$ cat src/rtl/mem_access_unit.sv
// Memory access stage: MAR/MDR capture from the bus mux and wait-stated
// read/write cycles against an asynchronous SRAM, with a start/done handshake.
module mem_access_unit #(
  parameter int unsigned WAIT_CYCLES = 2
) (
  input  logic        Clk,
  input  logic        Reset_n,
  input  logic [15:0] bus_in,
  input  logic        ld_mar,
  input  logic        ld_mdr,
  input  logic        mem_rd_req,
  input  logic        mem_wr_req,
  output logic        busy,
  output logic        done,
  output logic        err,
  output logic [15:0] mar_out,
  output logic [15:0] mdr_out,
  output logic [15:0] sram_addr,
  output logic [15:0] sram_wdata,
  input  logic [15:0] sram_rdata,
  output logic        sram_ce_n,
  output logic        sram_oe_n,
  output logic        sram_we_n
);

  if (WAIT_CYCLES < 1 || WAIT_CYCLES > 15) begin : g_bad_wait
    $error("mem_access_unit: WAIT_CYCLES must be in 1..15");
  end

  typedef enum logic [2:0] {
    IDLE,
    RD,
    WR_SETUP,
    WR_PULSE,
    WR_HOLD,
    DONE
  } state_t;

  localparam logic [3:0] CNT_INIT = 4'(WAIT_CYCLES - 1);

  state_t      state;
  state_t      state_nxt;
  logic [3:0]  cnt;
  logic [3:0]  cnt_nxt;
  logic [15:0] mar;
  logic [15:0] mdr;
  logic        err_q;
  logic        err_nxt;
  logic        mdr_capture;
  logic        is_idle;

  assign is_idle = (state == IDLE);

  // Any handshake input outside IDLE is illegal; in IDLE only a read+write collision is.
  assign err_nxt = is_idle ? (mem_rd_req & mem_wr_req)
                           : (ld_mar | ld_mdr | mem_rd_req | mem_wr_req);

  always_ff @(posedge Clk or negedge Reset_n) begin
    if (!Reset_n) begin
      state <= IDLE;
    end else begin
      state <= state_nxt;
    end
  end

  always_comb begin
    state_nxt   = state;
    cnt_nxt     = cnt;
    mdr_capture = 1'b0;
    busy        = 1'b0;
    done        = 1'b0;
    sram_ce_n   = 1'b1;
    sram_oe_n   = 1'b1;
    sram_we_n   = 1'b1;
    case (state)
      IDLE: begin
        if (mem_rd_req) begin
          state_nxt = RD;
          cnt_nxt   = CNT_INIT;
        end else if (mem_wr_req) begin
          state_nxt = WR_SETUP;
        end
      end
      RD: begin
        busy      = 1'b1;
        sram_ce_n = 1'b0;
        sram_oe_n = 1'b0;
        if (cnt == 4'd0) begin
          mdr_capture = 1'b1;
          state_nxt   = DONE;
        end else begin
          cnt_nxt = cnt - 4'd1;
        end
      end
      WR_SETUP: begin
        busy      = 1'b1;
        sram_ce_n = 1'b0;
        cnt_nxt   = CNT_INIT;
        state_nxt = WR_PULSE;
      end
      WR_PULSE: begin
        busy      = 1'b1;
        sram_ce_n = 1'b0;
        sram_we_n = 1'b0;
        if (cnt == 4'd0) begin
          state_nxt = WR_HOLD;
        end else begin
          cnt_nxt = cnt - 4'd1;
        end
      end
      WR_HOLD: begin
        busy      = 1'b1;
        sram_ce_n = 1'b0;
        state_nxt = DONE;
      end
      DONE: begin
        done      = 1'b1;
        state_nxt = IDLE;
      end
      default: begin
        state_nxt = IDLE;
      end
    endcase
  end

  always_ff @(posedge Clk or negedge Reset_n) begin
    if (!Reset_n) begin
      cnt   <= '0;
      mar   <= '0;
      mdr   <= '0;
      err_q <= 1'b0;
    end else begin
      cnt   <= cnt_nxt;
      err_q <= err_nxt;
      if (is_idle && ld_mar) begin
        mar <= bus_in;
      end
      if (mdr_capture) begin
        mdr <= sram_rdata;
      end else if (is_idle && ld_mdr) begin
        mdr <= bus_in;
      end
    end
  end

  assign err        = err_q;
  assign mar_out    = mar;
  assign sram_addr  = mar;
  assign mdr_out    = mdr;
  assign sram_wdata = mdr;

endmodule

$ cat config.mk
export PLATFORM = sky130hd
export DESIGN_NAME = mem_access_unit
export DESIGN_NICKNAME = d
export VERILOG_FILES = /design/src/rtl/mem_access_unit.sv
export SDC_FILE = /design/constraint.sdc
export NUM_CORES = 1
export LEC_CHECK = 0
export BUFFER_PORTS_ARGS = -buffer_cell sky130_fd_sc_hd__buf_4
export CAP_MARGIN = 20
export CORE_ASPECT_RATIO = 0.8
export CORE_MARGIN = 8
export CORE_UTILIZATION = 30
export DETAILED_ROUTE_END_ITERATION = 8
export GPL_ROUTABILITY_DRIVEN = 0
export PLACE_DENSITY = 0.55
export SETUP_SLACK_MARGIN = 0.02
export SLEW_MARGIN = 20
export SYNTH_ARGS = -nofsm -noshare
export SYNTH_HDL_FRONTEND = slang
export SYNTH_SLANG_ARGS = --single-unit
$ cat constraint.sdc
create_clock -name Clk -period 4.3 [get_ports Clk]
set_input_delay 0.645 -clock Clk [delete_from_list [all_inputs] [get_ports Clk]]
set_output_delay 0.645 -clock Clk [all_outputs]
set_load 0.01 [all_outputs]
==> impl_metrics.env, run 1 <==
export IMPL_status="finished clean"
export IMPL_cp_start_kind="flop"
export IMPL_drive_gt1_frac=0.668
export IMPL_worst_endpoint_arrival_ps=1610
export IMPL_swShare=0.359
export IMPL_total_power_mw=2.34
export IMPL_cp_cell_sequence="or3_1 > and2_1 > inv_1 > buf_4"
export IMPL_vias=1526
export IMPL_dp_slack_ps=1730
export IMPL_holdCritPathClass="in2async"
export IMPL_synth_area_leaders="dfrtp_1 45%, mux2_2 19%, buf_4 11%"
export IMPL_cts_made_buffers=5
export IMPL_gr_usage_met2=0.171
export IMPL_criticalPathCategory="reg2out"
export IMPL_synth_nets=214
export IMPL_fmax_mhz=443
export IMPL_grt_pass1_vias=1691
export IMPL_hold_viol=0
export IMPL_slew_headroom=0.418
export IMPL_ir_drop_mv=0.293
export IMPL_powerDensity_nw_per_um2=799
export IMPL_netlist_area_leader_share=0.455
export IMPL_r2r_start="state[0]"
export IMPL_postLayoutCoreUtil=0.404
export IMPL_synthFlopType="dfrtp_1"
export IMPL_grt_pass1_wl_mm=8.94
export IMPL_io_pins=108
export IMPL_via_per_inst=4.49
export IMPL_die_area_um2=10400
export IMPL_switching_power_uw=841
export IMPL_dp_hpwl_mm=4.08
export IMPL_pwr_share_seq=0.321
export IMPL_rsz0062_at_grt="no"
export IMPL_pwr_share_comb=0.568
export IMPL_rows=28
export IMPL_wl_per_cell_um=16.1
export IMPL_use_met1=0.134
export IMPL_drc=0
export IMPL_cts_root_buf="clkbuf_8"
export IMPL_skew_ps=5.58
export IMPL_worst_pin_slew_ps=873
export IMPL_grt_usage=0.107
export IMPL_path_clk_slew_ps=70
export IMPL_initial_utilization=0.304
export IMPL_post_cts_buffers=0
export IMPL_grt_busiest_layer="met2"
export IMPL_syn2layout_area_growth_pct=33.0
export IMPL_crit_slowest_cell="dfrtp_1"
export IMPL_yosysTopAreaCell="dfrtp_1"
export IMPL_reg2reg_setup_slack_ps=2130
export IMPL_fin_setup_tns_ps=0
export IMPL_final_min_clock_period_ps=2260
export IMPL_pwr_share_clk=0.111
export IMPL_cp_end_kind="primary output"
export IMPL_finalMaxSlewViolations=0
export IMPL_clk_latency_ps=280
export IMPL_leakage_nw=1.43
export IMPL_timing_rr_end="mdr_out[7]"
export IMPL_place_area_um2=2830
export IMPL_synthCells=174
export IMPL_antenna_found_initial=0
export IMPL_synth_most_common_cell="dfrtp_1"
export IMPL_finalNonFillerCells=340
export IMPL_nNetsFinal=289
export IMPL_post_route_period_util=0.525
export IMPL_synth_common_cells="40 x dfrtp_1, 38 x mux2_2, 33 x buf_4, 10 x mux2_4, 5 x nor2_1"
export IMPL_cp_required_ps=3650
export IMPL_cp_max_fo=15
export IMPL_die_y_um=92.6
export IMPL_r2r_cells=4
export IMPL_core_area_um2=7250
export IMPL_postSynthAreaPerCell_um2=12.7
export IMPL_fin_ws_ps=2040
export IMPL_overflow=0
export IMPL_setup_viol=0
export IMPL_hold_buffers=0
export IMPL_cts_tree="done"
export IMPL_maxCapViolations=0
export IMPL_clock_path_buffers=2
export IMPL_ys_ff_latch=40
export IMPL_n_antenna_cell=0
export IMPL_postRouteAntennaNets=0
export IMPL_dieWidth_um=112
export IMPL_ctsResizeCount=0
export IMPL_yosys_warnings=0
export IMPL_async_flop_share=1.00
export IMPL_cts_max_level=2
export IMPL_clock_sinks=40
export IMPL_design_area_um2=2930
export IMPL_p_int_mw=1.50
export IMPL_portBuffers=107
export IMPL_first_pass_iters=4
export IMPL_mappedNetlistArea_um2=2200
export IMPL_drt_total_wl_mm=5.47
export IMPL_whs_ps=342
export IMPL_met3_usage=0.0468
export IMPL_synth_yosys_seq_area_share=0.455
export IMPL_grt_max_degree=41
export IMPL_yosysUniqueCellTypes=35
export IMPL_drt_iter0_drc=37
export IMPL_synth_edf_count=0
export IMPL_dp_cells=331
export IMPL_cp_slowest_stage_delay_ps=550
-- cell type report --
class                   count  area [µm²]
repair buffers            108         817
flip-flops and latches     40        1000
fillers                   712        4320
multi-input cells          90         893
inverters                   4        15.0
well taps                  90         113
clock buffers               8        90.1
-- power by group through the flow --
stage          registers [mW]  logic (mW)  clock network (mW)
3_3_place_gp            0.755        1.33                   0
4_1_cts                 0.756        1.35               0.272
3_5_place_dp            0.761        1.35                   0
2_1_floorplan           0.782       0.878                   0
6_report                0.752        1.33               0.259
5_1_grt                 0.791        1.44               0.291
-- logic make-up after synthesis --
logic type | count (synthesis) | synth area share
multiplexers | 49 | 0.267
buffers and inverters | 44 | 0.140
flip-flops | 40 | 0.455
AND/OR/NAND/NOR | 24 | 0.0739
adder cells (fa/ha/maj) | 2 | 0.0114
AO/OA/AOI/OAI | 15 | 0.0534
-- metal layers --
| metal | routed length [µm] | vias to the layer above |
|---|---|---|
| li1 | - | 728 |
| met1 | 2540 | 731 |
| met4 | 0 | 0 |
| met3 | 477 | 0 |
| met2 | 2450 | 67 |
| met5 | 0 | - |
-- worst max-delay path by stage --
stage	slack, ps	from	cells after the start	end
after CTS	1800	state[0]	3	mdr_out[7]
after global placement	1820	ld_mdr	4	mdr_out[8]
after global routing	1930	state[0]	4	sram_ce_n
after detailed placement	1730	ld_mdr	4	mdr_out[7]
final	2040	state[0]	4	sram_ce_n
after floorplan	2370	ld_mdr	4	mdr_out[10]
-- sequential cells by signal (all words and copies together), names as in the netlist --
name / flops
mar_out: 16
err: 1
mdr_out: 16
cnt: 4
state: 3
-- placed cells by master (no fill, tap or decap), types with 3 or more instances in the layout --
cell | Yosys | layout
buf_4 | 33 | 107
mux2_4 | 10 | 10
clkbuf_8 | 0 | 7
mux2_2 | 38 | 38
nor3_1 | 3 | 3
a22o_1 | 3 | 3
inv_1 | 4 | 4
dfrtp_1 | 40 | 40
nand2_1 | 3 | 3
nor2_1 | 5 | 5
-- worst max-delay path: cells and delay by family, from the launching register on --
kind	cells	cell delay, ps
flip-flops	1	550
AND/OR/NAND/NOR	2	620
buffers and inverters	2	160
Power figures use the tool's default switching activity.
==> inputs of run 2 (changes only) <==
- ABC_AREA: unset -> 1
- PLACE_DENSITY: 0.55 -> 0.57
- clock period: 4.3 -> 1.9 ns (I/O delays scaled with it)
==> run 2 against run 1 <==
Against the previous run: critical path depth grew 1; sequential share of layout area down 1.2 points; synthesized area up 5.3%; synthesized cell count up 70%; clock skew up 2.6 ps.
==> impl_metrics.env, run 2 <==
export IMPL_status="finished clean"
export IMPL_synth_edf_count=0
export IMPL_io_pins=108
export IMPL_synth_yosys_seq_area_share=0.432
export IMPL_antenna_found_initial=0
export IMPL_rsz0062_at_grt="no"
export IMPL_swShare=0.447
export IMPL_synthFlopType="dfrtp_1"
export IMPL_core_area_um2=7460
export IMPL_p_int_mw=2.98
export IMPL_drt_total_wl_mm=6.36
export IMPL_overflow=0
export IMPL_nNetsFinal=411
export IMPL_whs_ps=218
export IMPL_syn2layout_area_growth_pct=30.9
export IMPL_pwr_share_seq=0.306
export IMPL_postRouteAntennaNets=0
export IMPL_portBuffers=107
export IMPL_worst_pin_slew_ps=573
export IMPL_fin_ws_ps=205
export IMPL_cp_slowest_stage_delay_ps=450
export IMPL_worst_endpoint_arrival_ps=1410
export IMPL_route_met3_wl_um=566
export IMPL_cp_cell_sequence="inv_4 > nand3_4 > o211ai_1 > inv_1 > buf_4"
export IMPL_synth_area_leaders="dfrtp_1 43%, nand2_1 16%, buf_4 10%"
export IMPL_ir_drop_mv=0.747
export IMPL_netlist_area_leader_share=0.432
export IMPL_grt_usage=0.121
export IMPL_synth_common_cells="98 x nand2_1, 40 x dfrtp_1, 39 x inv_1, 32 x buf_4"
export IMPL_n_antenna_cell=0
export IMPL_grt_pass1_wl_mm=10.5
export IMPL_yosys_warnings=0
export IMPL_fillers=773
export IMPL_crit_buf_inv=3
export IMPL_slew_headroom=0.617
export IMPL_post_route_period_util=0.892
export IMPL_crit_slowest_cell="dfrtp_1"
export IMPL_path_clk_slew_ps=70
export IMPL_cp_start_kind="flop"
export IMPL_multi_input_area_um2=847
export IMPL_synth_most_common_cell="nand2_1"
export IMPL_cp_end_kind="primary output"
export IMPL_final_min_clock_period_ps=1700
export IMPL_drt_iter0_drc=87
export IMPL_fin_setup_tns_ps=0
export IMPL_dp_cells=468
export IMPL_clk_latency_ps=290
export IMPL_top_layer="met4"
export IMPL_path_delay_family="flip-flops"
export IMPL_initial_utilization=0.311
export IMPL_die_area_um2=10800
export IMPL_fmax_mhz=590
export IMPL_ys_ff_latch=40
export IMPL_hold_viol=0
export IMPL_cts_tree="done"
export IMPL_drive_gt1_frac=0.356
export IMPL_cts_made_buffers=5
export IMPL_setup_viol=0
export IMPL_cts_root_buf="clkbuf_8"
export IMPL_pwr_share_comb=0.595
export IMPL_dieWidth_um=114
export IMPL_drc=0
export IMPL_design_area_um2=3030
export IMPL_postSynthAreaPerCell_um2=7.86
export IMPL_met2_length_mm=2.83
export IMPL_post_cts_buffers=0
export IMPL_async_flop_share=1.00
export IMPL_leakage_nw=1.72
export IMPL_cts_max_level=2
export IMPL_synth_nets=335
export IMPL_maxCapViolations=0
export IMPL_clock_sinks=40
export IMPL_yosysUniqueCellTypes=26
export IMPL_mappedNetlistArea_um2=2320
export IMPL_grt_max_degree=41
export IMPL_finalNonFillerCells=476
export IMPL_switching_power_mw=2.41
export IMPL_wl_met1_mm=2.89
export IMPL_cp_required_ps=1620
export IMPL_finalMaxSlewViolations=0
export IMPL_via_per_inst=4.20
export IMPL_cp_max_fo=9
export IMPL_skew_ps=8.18
export IMPL_most_common_layout_cells="107 x buf_4, 98 x nand2_1, 40 x dfrtp_1, 39 x inv_1"
export IMPL_rows=28
export IMPL_grt_pass1_vias=2187
export IMPL_criticalPathCategory="reg2out"
export IMPL_vias=2001
export IMPL_first_pass_iters=4
export IMPL_place_area_um2=2950
export IMPL_yosysTopAreaCell="dfrtp_1"
export IMPL_register_area_um2=1000
export IMPL_die_y_um=94.6
export IMPL_pwr_share_clk=0.099
export IMPL_synthCells=295
export IMPL_final_common_cell="buf_4"
export IMPL_wl_per_cell_um=13.4
export IMPL_holdCritPathClass="in2reg"
export IMPL_clock_path_buffers=2
export IMPL_dp_hpwl_mm=4.85
export IMPL_dp_slack_ps=206
export IMPL_powerDensity_nw_per_um2=1780
==> run 2: cell families (layout without fill, tap and decap cells) <==
| group | after synthesis | count (layout) | share of synthesized area |
|---|---|---|---|
| xor gates and xnor gates | 1 | 1 | 0.00378 |
| adders and majority gates | 2 | 2 | 0.0108 |
| DFF | 40 | 40 | 0.432 |
| AOI/OAI and AO/OA | 34 | 34 | 0.0858 |
| and+or+nand+nor | 136 | 136 | 0.265 |
| buffers and inverters | 82 | 158 | 0.203 |
==> run 2: power by group through the flow <==
stage          clock [mW]  combinational (mW)  sequential (mW)
5_1_grt             0.606                3.61             1.72
2_1_floorplan           0                2.09             1.75
3_3_place_gp            0                3.23             1.66
4_1_cts             0.556                3.27             1.66
3_5_place_dp            0                3.28             1.67
6_report            0.533                3.21             1.65
==> run 2: worst min-delay path, delay by kind of cell <==
family	cells	cell delay, ps
AND/OR/NAND/NOR	2	110
buffers and inverters	1	70
==> run 2: through the flow <==
stage	util	total power, mW
final	0.407	5.39
after global routing	0.407	5.94
after CTS	0.407	5.49
after detailed placement	0.395	4.95
after global placement	0.395	4.89
after floorplan	-	3.83
==> run 2: final timing paths <==
check                                from          end  slack [ps]  cells after the start
setup / recovery                 state[2]    sram_ce_n         200                      5
hold reg to reg                    cnt[0]       cnt[0]         480                      2
max in group asynchronous         Reset_n   mar_out[4]        1030                      2
setup reg to reg                   cnt[0]   mdr_out[2]         220                      7
min in group asynchronous         Reset_n     state[1]         510                      2
hold / removal             sram_rdata[15]  mdr_out[15]         220                      3
==> run 2: cell type report <==
class,instances,share of cell area
clock buffer,6,0.0239
sequential,40,0.330
clock inverter,1,0.00165
multi-input combinational,173,0.279
inverter,43,0.0540
timing repair buffer,108,0.268
tap,105,0.0433
==> run 2: routing by layer <==
metal / GRT usage / vias to the layer above
met4: 0.0431 / 0
met3: 0.0408 / 4
met2: 0.200 / 86
li1: - / 1020
met5: 0 / -
met1: 0.145 / 891
==> run 2: timing repair <==
action,in CTS,in global routing
resized for setup,0,0
hold endpoints to repair,32,0
hold buffers,1,0
